## config.mk

```make
export PLATFORM = sky130hd
export DESIGN_NAME = pipe_stall_ctrl
export DESIGN_NICKNAME = d
export VERILOG_FILES = /design/src/rtl/pipe_stall_ctrl_pkg.sv /design/src/rtl/pipe_stall_ctrl_ifid_reg.sv /design/src/rtl/pipe_stall_ctrl.sv
export SDC_FILE = /design/constraint.sdc
export NUM_CORES = 1
export LEC_CHECK = 0
export CAP_MARGIN = 15
export CORE_AREA = 5 5 60 89
export DETAILED_ROUTE_END_ITERATION = 7
export DIE_AREA = 0 0 65 94
export PLACE_DENSITY = 0.78
export RECOVER_POWER = 100
export SETUP_SLACK_MARGIN = 0.3
export SLEW_MARGIN = 20
export SYNTH_ARGS = -nofsm -noshare
export SYNTH_HDL_FRONTEND = slang
export SYNTH_SLANG_ARGS = --single-unit
```

## constraint.sdc

```tcl
create_clock -name clk -period 2.24 [get_ports clk]
set_input_delay 0.672 -clock clk [delete_from_list [all_inputs] [get_ports clk]]
set_output_delay 0.672 -clock clk [all_outputs]
set_load 0.05 [all_outputs]
```

## src/rtl/pipe_stall_ctrl_pkg.sv

```systemverilog
// Shared definitions for the pipeline stall controller.
//   - stall_state_e : controller state encoding (also driven on the debug port)
//   - ifid_t        : 33-bit IF/ID register contents (instr, pc, valid)
//   - NOP_INSTR     : default bubble/flush encoding
package pipe_stall_ctrl_pkg;

  localparam logic [15:0] NOP_INSTR = 16'h0800;

  typedef enum logic [2:0] {
    ST_RUN        = 3'd0,
    ST_HZ_STALL   = 3'd1,
    ST_MEM_FREEZE = 3'd2,
    ST_DISCARD    = 3'd3,
    ST_HALTED     = 3'd4
  } stall_state_e;

  typedef struct packed {
    logic [15:0] instr;
    logic [15:0] pc;
    logic        valid;
  } ifid_t;

endpackage

```

## src/rtl/pipe_stall_ctrl_ifid_reg.sv

```systemverilog
// IF/ID pipeline register.
// Ports:
//   clk, rst_n : clock, asynchronous active-low reset
//   we_i       : write enable; when 0 the register holds
//   nop_i      : with we_i, load the bubble (NOP_INSTR, pc 0, valid 0)
//   instr_i    : fetched instruction
//   pc_i       : PC+2 of the fetched instruction
//   q_o        : registered {instr, pc, valid}
module ifid_reg
  import pipe_stall_ctrl_pkg::*;
#(
  parameter logic [15:0] NOP_VAL = 16'h0800
) (
  input  logic        clk,
  input  logic        rst_n,
  input  logic        we_i,
  input  logic        nop_i,
  input  logic [15:0] instr_i,
  input  logic [15:0] pc_i,
  output ifid_t       q_o
);

  ifid_t q_q;
  ifid_t q_d;

  always_comb begin
    q_d = q_q;
    if (we_i) begin
      if (nop_i) begin
        q_d.instr = NOP_VAL;
        q_d.pc    = 16'h0000;
        q_d.valid = 1'b0;
      end else begin
        q_d.instr = instr_i;
        q_d.pc    = pc_i;
        q_d.valid = 1'b1;
      end
    end
  end

  always_ff @(posedge clk or negedge rst_n) begin
    if (!rst_n) begin
      q_q.instr <= NOP_VAL;
      q_q.pc    <= 16'h0000;
      q_q.valid <= 1'b0;
    end else begin
      q_q <= q_d;
    end
  end

  assign q_o = q_q;

endmodule

```

## src/rtl/pipe_stall_ctrl.sv

```systemverilog
// Pipeline stall controller for the 5-stage 16-bit pipeline.
// Owns the IF/ID register, gates the PC and downstream pipeline-register
// write enables, and requests NOP bubbles into ID/EX.
//
// Optional feature: define PIPE_STALL_PERF_EN to build the saturating
// stall-cycle counter on stall_cnt; otherwise stall_cnt is tied to 0.
//
// Ports:
//   clk, rst_n   : clock, asynchronous active-low reset
//   hz_en        : hazard unit enable, 0 = hold decode
//   imem_stall   : instruction fetch outstanding
//   imem_done    : fetch data valid this cycle
//   dmem_stall   : data memory busy, freezes the whole pipeline
//   flush        : taken branch/jump resolved in EX (held during a freeze)
//   halt_dec     : HALT decoded in ID
//   fetch_instr  : fetched instruction
//   fetch_pc     : PC+2 of the fetched instruction
//   pc_we        : PC write enable
//   ifid_instr   : IF/ID instruction to decode
//   ifid_pc      : IF/ID PC+2 to decode
//   ifid_valid   : IF/ID valid, 0 = bubble
//   idex_bubble  : ID/EX loads NOP / zero controls
//   pipe_we      : ID/EX, EX/MEM, MEM/WB write enable
//   stall_cnt    : stall cycle counter
//   dbg_state    : current controller state (stall_state_e encoding)
//
// Handshake: there is no valid/ready pair here; every enable is a pure
// combinational function of the current state and this cycle's inputs and
// takes effect on the next rising clk edge.
module pipe_stall_ctrl #(
  parameter logic [15:0] NOP_INSTR = pipe_stall_ctrl_pkg::NOP_INSTR,
  parameter int          CNT_W     = 16
) (
  input  logic             clk,
  input  logic             rst_n,
  input  logic             hz_en,
  input  logic             imem_stall,
  input  logic             imem_done,
  input  logic             dmem_stall,
  input  logic             flush,
  input  logic             halt_dec,
  input  logic [15:0]      fetch_instr,
  input  logic [15:0]      fetch_pc,
  output logic             pc_we,
  output logic [15:0]      ifid_instr,
  output logic [15:0]      ifid_pc,
  output logic             ifid_valid,
  output logic             idex_bubble,
  output logic             pipe_we,
  output logic [CNT_W-1:0] stall_cnt,
  output logic [2:0]       dbg_state
);

  import pipe_stall_ctrl_pkg::*;

  stall_state_e state_q, state_d;
  logic         ifid_we, ifid_nop;
  logic         fetch_wait;
  ifid_t        ifid_q;

  // A fetch is only outstanding if no data arrives this cycle.
  assign fetch_wait = imem_stall & ~imem_done;

  always_comb begin
    pc_we       = 1'b1;
    pipe_we     = 1'b1;
    idex_bubble = 1'b0;
    ifid_we     = 1'b1;
    ifid_nop    = 1'b0;
    state_d     = state_q;
    case (state_q)
      ST_HALTED: begin
        // PC frozen for good; downstream keeps draining unless memory blocks.
        pc_we = 1'b0;
        if (dmem_stall) begin
          pipe_we = 1'b0;
          ifid_we = 1'b0;
        end else begin
          ifid_nop = 1'b1;
        end
      end
      ST_DISCARD: begin
        if (dmem_stall) begin
          pc_we   = 1'b0;
          pipe_we = 1'b0;
          ifid_we = 1'b0;
        end else begin
          // Whatever arrives from the stale fetch is dropped.
          ifid_nop    = 1'b1;
          idex_bubble = flush | ~hz_en;
          if (imem_done) begin
            pc_we   = 1'b1;
            // A new redirect with a fresh outstanding fetch keeps discarding.
            state_d = (flush & imem_stall) ? ST_DISCARD : ST_RUN;
          end else begin
            pc_we = 1'b0;
          end
        end
      end
      default: begin
        if (dmem_stall) begin
          // Flush/hazard are deferred: their sources hold them until release.
          pc_we   = 1'b0;
          pipe_we = 1'b0;
          ifid_we = 1'b0;
          state_d = ST_MEM_FREEZE;
        end else if (flush) begin
          idex_bubble = 1'b1;
          ifid_nop    = 1'b1;
          if (fetch_wait) begin
            pc_we   = 1'b0;
            state_d = ST_DISCARD;
          end else begin
            pc_we   = 1'b1;
            state_d = ST_RUN;
          end
        end else if (!hz_en) begin
          pc_we       = 1'b0;
          ifid_we     = 1'b0;
          idex_bubble = 1'b1;
          state_d     = ST_HZ_STALL;
        end else if (halt_dec) begin
          pc_we    = 1'b0;
          ifid_nop = 1'b1;
          state_d  = ST_HALTED;
        end else if (fetch_wait) begin
          pc_we    = 1'b0;
          ifid_nop = 1'b1;
          state_d  = ST_RUN;
        end else begin
          state_d = ST_RUN;
        end
      end
    endcase
  end

  always_ff @(posedge clk or negedge rst_n) begin
    if (!rst_n) begin
      state_q <= ST_RUN;
    end else begin
      state_q <= state_d;
    end
  end

  ifid_reg #(
    .NOP_VAL (NOP_INSTR)
  ) u_ifid_reg (
    .clk     (clk),
    .rst_n   (rst_n),
    .we_i    (ifid_we),
    .nop_i   (ifid_nop),
    .instr_i (fetch_instr),
    .pc_i    (fetch_pc),
    .q_o     (ifid_q)
  );

  assign ifid_instr = ifid_q.instr;
  assign ifid_pc    = ifid_q.pc;
  assign ifid_valid = ifid_q.valid;
  assign dbg_state  = state_q;

`ifdef PIPE_STALL_PERF_EN
  logic [CNT_W-1:0] cnt_q, cnt_d;

  // Counts PC-stalled cycles; the permanent stall of HALTED is excluded.
  always_comb begin
    cnt_d = cnt_q;
    if (!pc_we && (state_q != ST_HALTED) && (cnt_q != {CNT_W{1'b1}})) begin
      cnt_d = cnt_q + {{(CNT_W-1){1'b0}}, 1'b1};
    end
  end

  always_ff @(posedge clk or negedge rst_n) begin
    if (!rst_n) begin
      cnt_q <= '0;
    end else begin
      cnt_q <= cnt_d;
    end
  end

  assign stall_cnt = cnt_q;
`else
  assign stall_cnt = '0;
`endif

endmodule
```

## After elaboration in Yosys (flattened, before gate mapping)

Index checks and enable logic that the tools add are counted.

- Muxes and demuxes: 34
- Reduce and logical (&&, ||, !) cells: 2
- Shifts and indexed selects: 0
- Div/mod/pow operators: 0
- Equality and inequality tests: 4
- $mul: 0
- Order comparisons: 0
- $add $sub $neg: 0
- Bitwise gates (word level): 6

Operator list:

| operator | count |
|---|---|
| $mux 33 | 1 |
| $mux 1 | 22 |
| $mux 3 | 6 |
| $pmux 3 s2 | 1 |
| $mux 2 | 2 |
| $ne 2x2->1 const B | 2 |
| $pmux 1 s2 | 2 |
| $eq 3x2->1 const B | 1 |
| $eq 3x3->1 const B | 1 |
| $not 1->1 | 3 |
| $reduce_and 3->1 | 1 |
| $and 1x1->1 | 2 |
| $reduce_or 2->1 | 1 |
| $or 1x1->1 | 1 |

- Bits in latches: 0
- Flip-flop bits (word level): 36
- Logic and storage cells: 50
- Bits in writable memories: 0
- Memory bits (read-only): 0
- Memories: 0
- Input bits: 40

## Longest topological paths before layout

- Depth after elaboration: 9
- Depth in mapped cells: 5

## Modules after synthesis

A second synthesis with hierarchy kept.

- Cell total of the unflattened synthesis: 187
- Area, all modules: 1,834.3 um^2

Modules (own cells, without submodules):

| module | area each (um^2) | sequential area each (um^2) | cells each | times used |
|---|---|---|---|---|
| ifid_reg | 1,458.9 | 827.0 | 141 | 1 |
| pipe_stall_ctrl | 375.4 | 75.1 | 46 | 1 |

## Worst setup path after synthesis

Ideal clock, no wire load.

- Kind: input to output
- From: input dmem_stall
- To: output idex_bubble
- Data required time: 1.568 ns
- Setup slack: -0.328 ns
- Cell stages on the path: 3
- Path buffers: 0
- Arrival: 1.896 ns
- Path through: inv_1 nand2_1 a21oi_1

- Cells in the longest elaborated chain, start to end: 2
- Elaborated cells on any way between the ends: 3

RTL lines:

| what | line | text |
|---|---|---|
| start: declaration | pipe_stall_ctrl.sv:39 | `input logic dmem_stall,` |
| $mux 1, on equally long branches | pipe_stall_ctrl.sv:101, pipe_stall_ctrl.sv:83 |  |
| $pmux 1 s2 * | pipe_stall_ctrl.sv:71 | `case (state_q)` |
| end: declaration | pipe_stall_ctrl.sv:48 | `output logic idex_bubble,` |

Mark *: on every way between the ends. The rest lies on a longest branch, timed or not.

## Worst setup path in the final report

- From: register state_q[1], in the netlist dbg_state[1]
- To: output idex_bubble

- Cells in the longest elaborated chain, start to end: 2
- Elaborated cells on any way between the ends: 3

RTL lines:

| what | line | text |
|---|---|---|
| start: declaration | pipe_stall_ctrl.sv:56 | `stall_state_e state_q, state_d;` |
| start signal: assignment | pipe_stall_ctrl.sv:141 | `state_q <= state_d;` |
| $eq 3x2->1 or $eq 3x3->1 (tied branches) | pipe_stall_ctrl.sv:71 |  |
| $pmux 1 s2 * | pipe_stall_ctrl.sv:71 |  |

Marked as above.

==> results.sh <==
export IMPL_outcome="complete, no violations"
export IMPL_crit_path_end_kind="primary output"
export IMPL_max_cap_violations=0
export IMPL_synth_cells=130
export IMPL_drive_gt1_share_pct=21.6
export IMPL_routedWlPerCell_um=16.3
export IMPL_synth_seq_cells=36
export IMPL_cts_sinks=36
export IMPL_rsz0062_at_grt="true"
export IMPL_grt_use_total_pct=14.8
export IMPL_powerDensity_nw_per_um2=632
export IMPL_reg2reg_from="dbg_state[1]"
export IMPL_die_area_sq_um=6110
export IMPL_avgSynthCellArea_sq_um=12.7
export IMPL_p_total_mw=1.60
export IMPL_post_drt_via_cell_ratio=5.29
export IMPL_drt_iter0_drc=88
export IMPL_cp_max_fo=5
export IMPL_min_from="u_ifid_reg.q_o[28]"
export IMPL_layout_setup_ws_ns=0.0996
export IMPL_whs_path_depth=2
export IMPL_start_util_pct=36.9
export IMPL_clk_pin_slew_ns=0.07
export IMPL_multi_input_area_sq_um=647
export IMPL_gp_congestion=0.889
export IMPL_antenna_found_initial=0
export IMPL_cts_buffer_depth=2
export IMPL_n_fill_cell=413
export IMPL_relSlewSlack_pct=41.2
export IMPL_drtAntennaViolNets=0
export IMPL_ys_seq_area_share_pct=54.7
export IMPL_totalWireLength_mm=4.40
export IMPL_io_buffers=78
export IMPL_reg2regPathDepth=5
export IMPL_grt_pass1_wl_mm=7.06
export IMPL_tightest_slew_ns=0.882
export IMPL_root_buffer="clkbuf_8"
export IMPL_yosysUniqueCellTypes=32
export IMPL_p_leak_nw=1.27
export IMPL_hold_path_class="flip-flop to flip-flop"
export IMPL_timing_hold_violations_final=0
export IMPL_synthToLayoutAreaGrowth_pct=53.7
export IMPL_synthArstFlopShare_pct=100
export IMPL_tritoncts="yes"
export IMPL_r2r_end="u_ifid_reg.q_o[16]"
export IMPL_crit_type="flip-flop to primary output"
export IMPL_htree_levels=2
export IMPL_drv_slew=0
export IMPL_setup_viol=0
export IMPL_regArea_sq_um=906
export IMPL_core_sq_um=4470
export IMPL_finClkSkew_ns=0.00467
export IMPL_ys_warn_count=0
export IMPL_grt_max_degree=37
export IMPL_drc=0
export IMPL_die_y_um=94
export IMPL_layout_core_utilization_pct=56.8
export IMPL_r2r_slack_ns=0.31
export IMPL_max_freq_ghz=0.467
export IMPL_fin_crit_ns=2.14
export IMPL_cts_inserted_buffers=5
export IMPL_synth_area_sq_um=1650
export IMPL_gr_total_overflow=0
export IMPL_max_stage_delay_ns=0.46
export IMPL_path_cells="or3b_1 > nand2_4 > a21oi_4 > buf_12"
export IMPL_hpwl_mm=3.16
export IMPL_critical_path_arrival_ns=1.47
export IMPL_critical_path_required_ns=1.57
export IMPL_crit_slowest_cell="or3b_1"
export IMPL_vias=1427
export IMPL_final_period_utilization_pct=95.6
export IMPL_n_antenna_cell=0
export IMPL_ios=95
export IMPL_cp_start_kind="flip-flop"
export IMPL_ys_dominant_reg_cell="dfrtp_1"
export IMPL_startpoint="dbg_state[1]"
export IMPL_clk_latency_ns=0.28
export IMPL_row_count=30
export IMPL_num_nets_final=261
export IMPL_firstDrtPassIters=4
export IMPL_ir_worst_vdd_v=0.000287
export IMPL_grt_pass1_vias=1420
export IMPL_synth_edf_count=0
export IMPL_cp_endpoint="idex_bubble"
export IMPL_dp_worst_setup_slack_ns=-0.222
export IMPL_die_w_um=65
[power by group]
part,total (mW),internal (mW),switching (mW)
combinational,0.436,0.149,0.287
clock,0.469,0.250,0.219
sequential,0.697,0.681,0.0163
[through the flow]
step	TNS (ns)	instance area (sq um)	std cells	hold WS, ns
after floorplan	0	1750	145	0.376
after global placement	-3.23	2510	257	0.450
after detailed placement	-3.17	2510	257	0.462
after CTS	0	2600	268	0.476
after global routing	0	2530	270	0.490
final	0	2530	270	0.474
[worst max-delay path, delay by kind of cell (launching register included)]
kind / cells / cell delay, ns
DFF: 1 / 0.43
buffers and inverters: 1 / 0.15
AOI/OAI and AO/OA: 1 / 0.04
and+or+nand+nor: 2 / 0.56
[metal layers]
| layer | global-route usage [%] | up-vias | wire length, um | share of wire [%] |
|---|---|---|---|---|
| met5 | 0 | - | 0 | 0 |
| met1 | 16.7 | 698 | 1610 | 37 |
| met4 | 5.29 | 0 | 97 | 2.2 |
| met2 | 25.8 | 64 | 2310 | 52 |
| met3 | 4.91 | 9 | 381 | 8.7 |
| li1 | - | 656 | - | - |
[final cells by class]
class                   count  area share [%]
inverters                   4           0.642
clock inverters             1           0.296
repair buffers             96            32.0
well taps                  48            2.37
clock buffers               7            3.41
multi-input cells          78            25.5
flip-flops and latches     36            35.7
[cells in the mapped netlist, types with 2 or more instances]
library cell,instances,area share (%)
buf_2,3,0.91
a32o_1,31,19
nand2b_1,2,0.76
nor2_1,4,0.91
inv_1,4,0.91
nand2_1,3,0.68
buf_4,16,7.3
a21oi_1,5,1.5
dfrtp_1,35,53
clkbuf_1,3,0.68
buf_8,3,2.7
[logic make-up (layout without fill, tap and decap cells)]
group | count (synthesis) | after routing | share of synthesized area, %
and+or+nand+nor | 16 | 16 | 5.99
DFF | 36 | 36 | 54.7
muxes | 1 | 1 | 0.683
AOI/OAI and AO/OA | 45 | 45 | 25.0
buffers and inverters | 31 | 108 | 13.4
other | 1 | 16 | 0.227
[how the worst min path moves through the flow]
stage,end
floorplan,dbg_state[0]
global placement,u_ifid_reg.q_o[28]
detailed placement,u_ifid_reg.q_o[28]
CTS,u_ifid_reg.q_o[28]
global route,u_ifid_reg.q_o[28]
finish,u_ifid_reg.q_o[28]
[cell usage in the layout (no fill, tap or decap), drive strengths merged, types with 2 or more instances in the layout]
cell / instances
conb: 16
buf: 15
inv: 3
clkbuf: 22
dlygate4sd2: 34
clkinvlp: 2
clkdlybuf4s50: 32
a21oi: 5
nand2b: 2
nor2: 4
a32o: 31
nand2: 3
dfrtp: 35
[repair_timing]
action | 4_1_cts | 5_1_grt
cloned | 0 | 0
hold buffers | 0 | 0
resized for setup | 48 | 6
pin swaps | 4 | 1
setup endpoints to repair | 68 | 8
setup buffers | 3 | 2
[registers in the layout (all words and copies together) (netlist names)]
name / flops
dbg_state: 3
u_ifid_reg.q_o: 33
No activity file was read; power rests on OpenSTA's default activity.
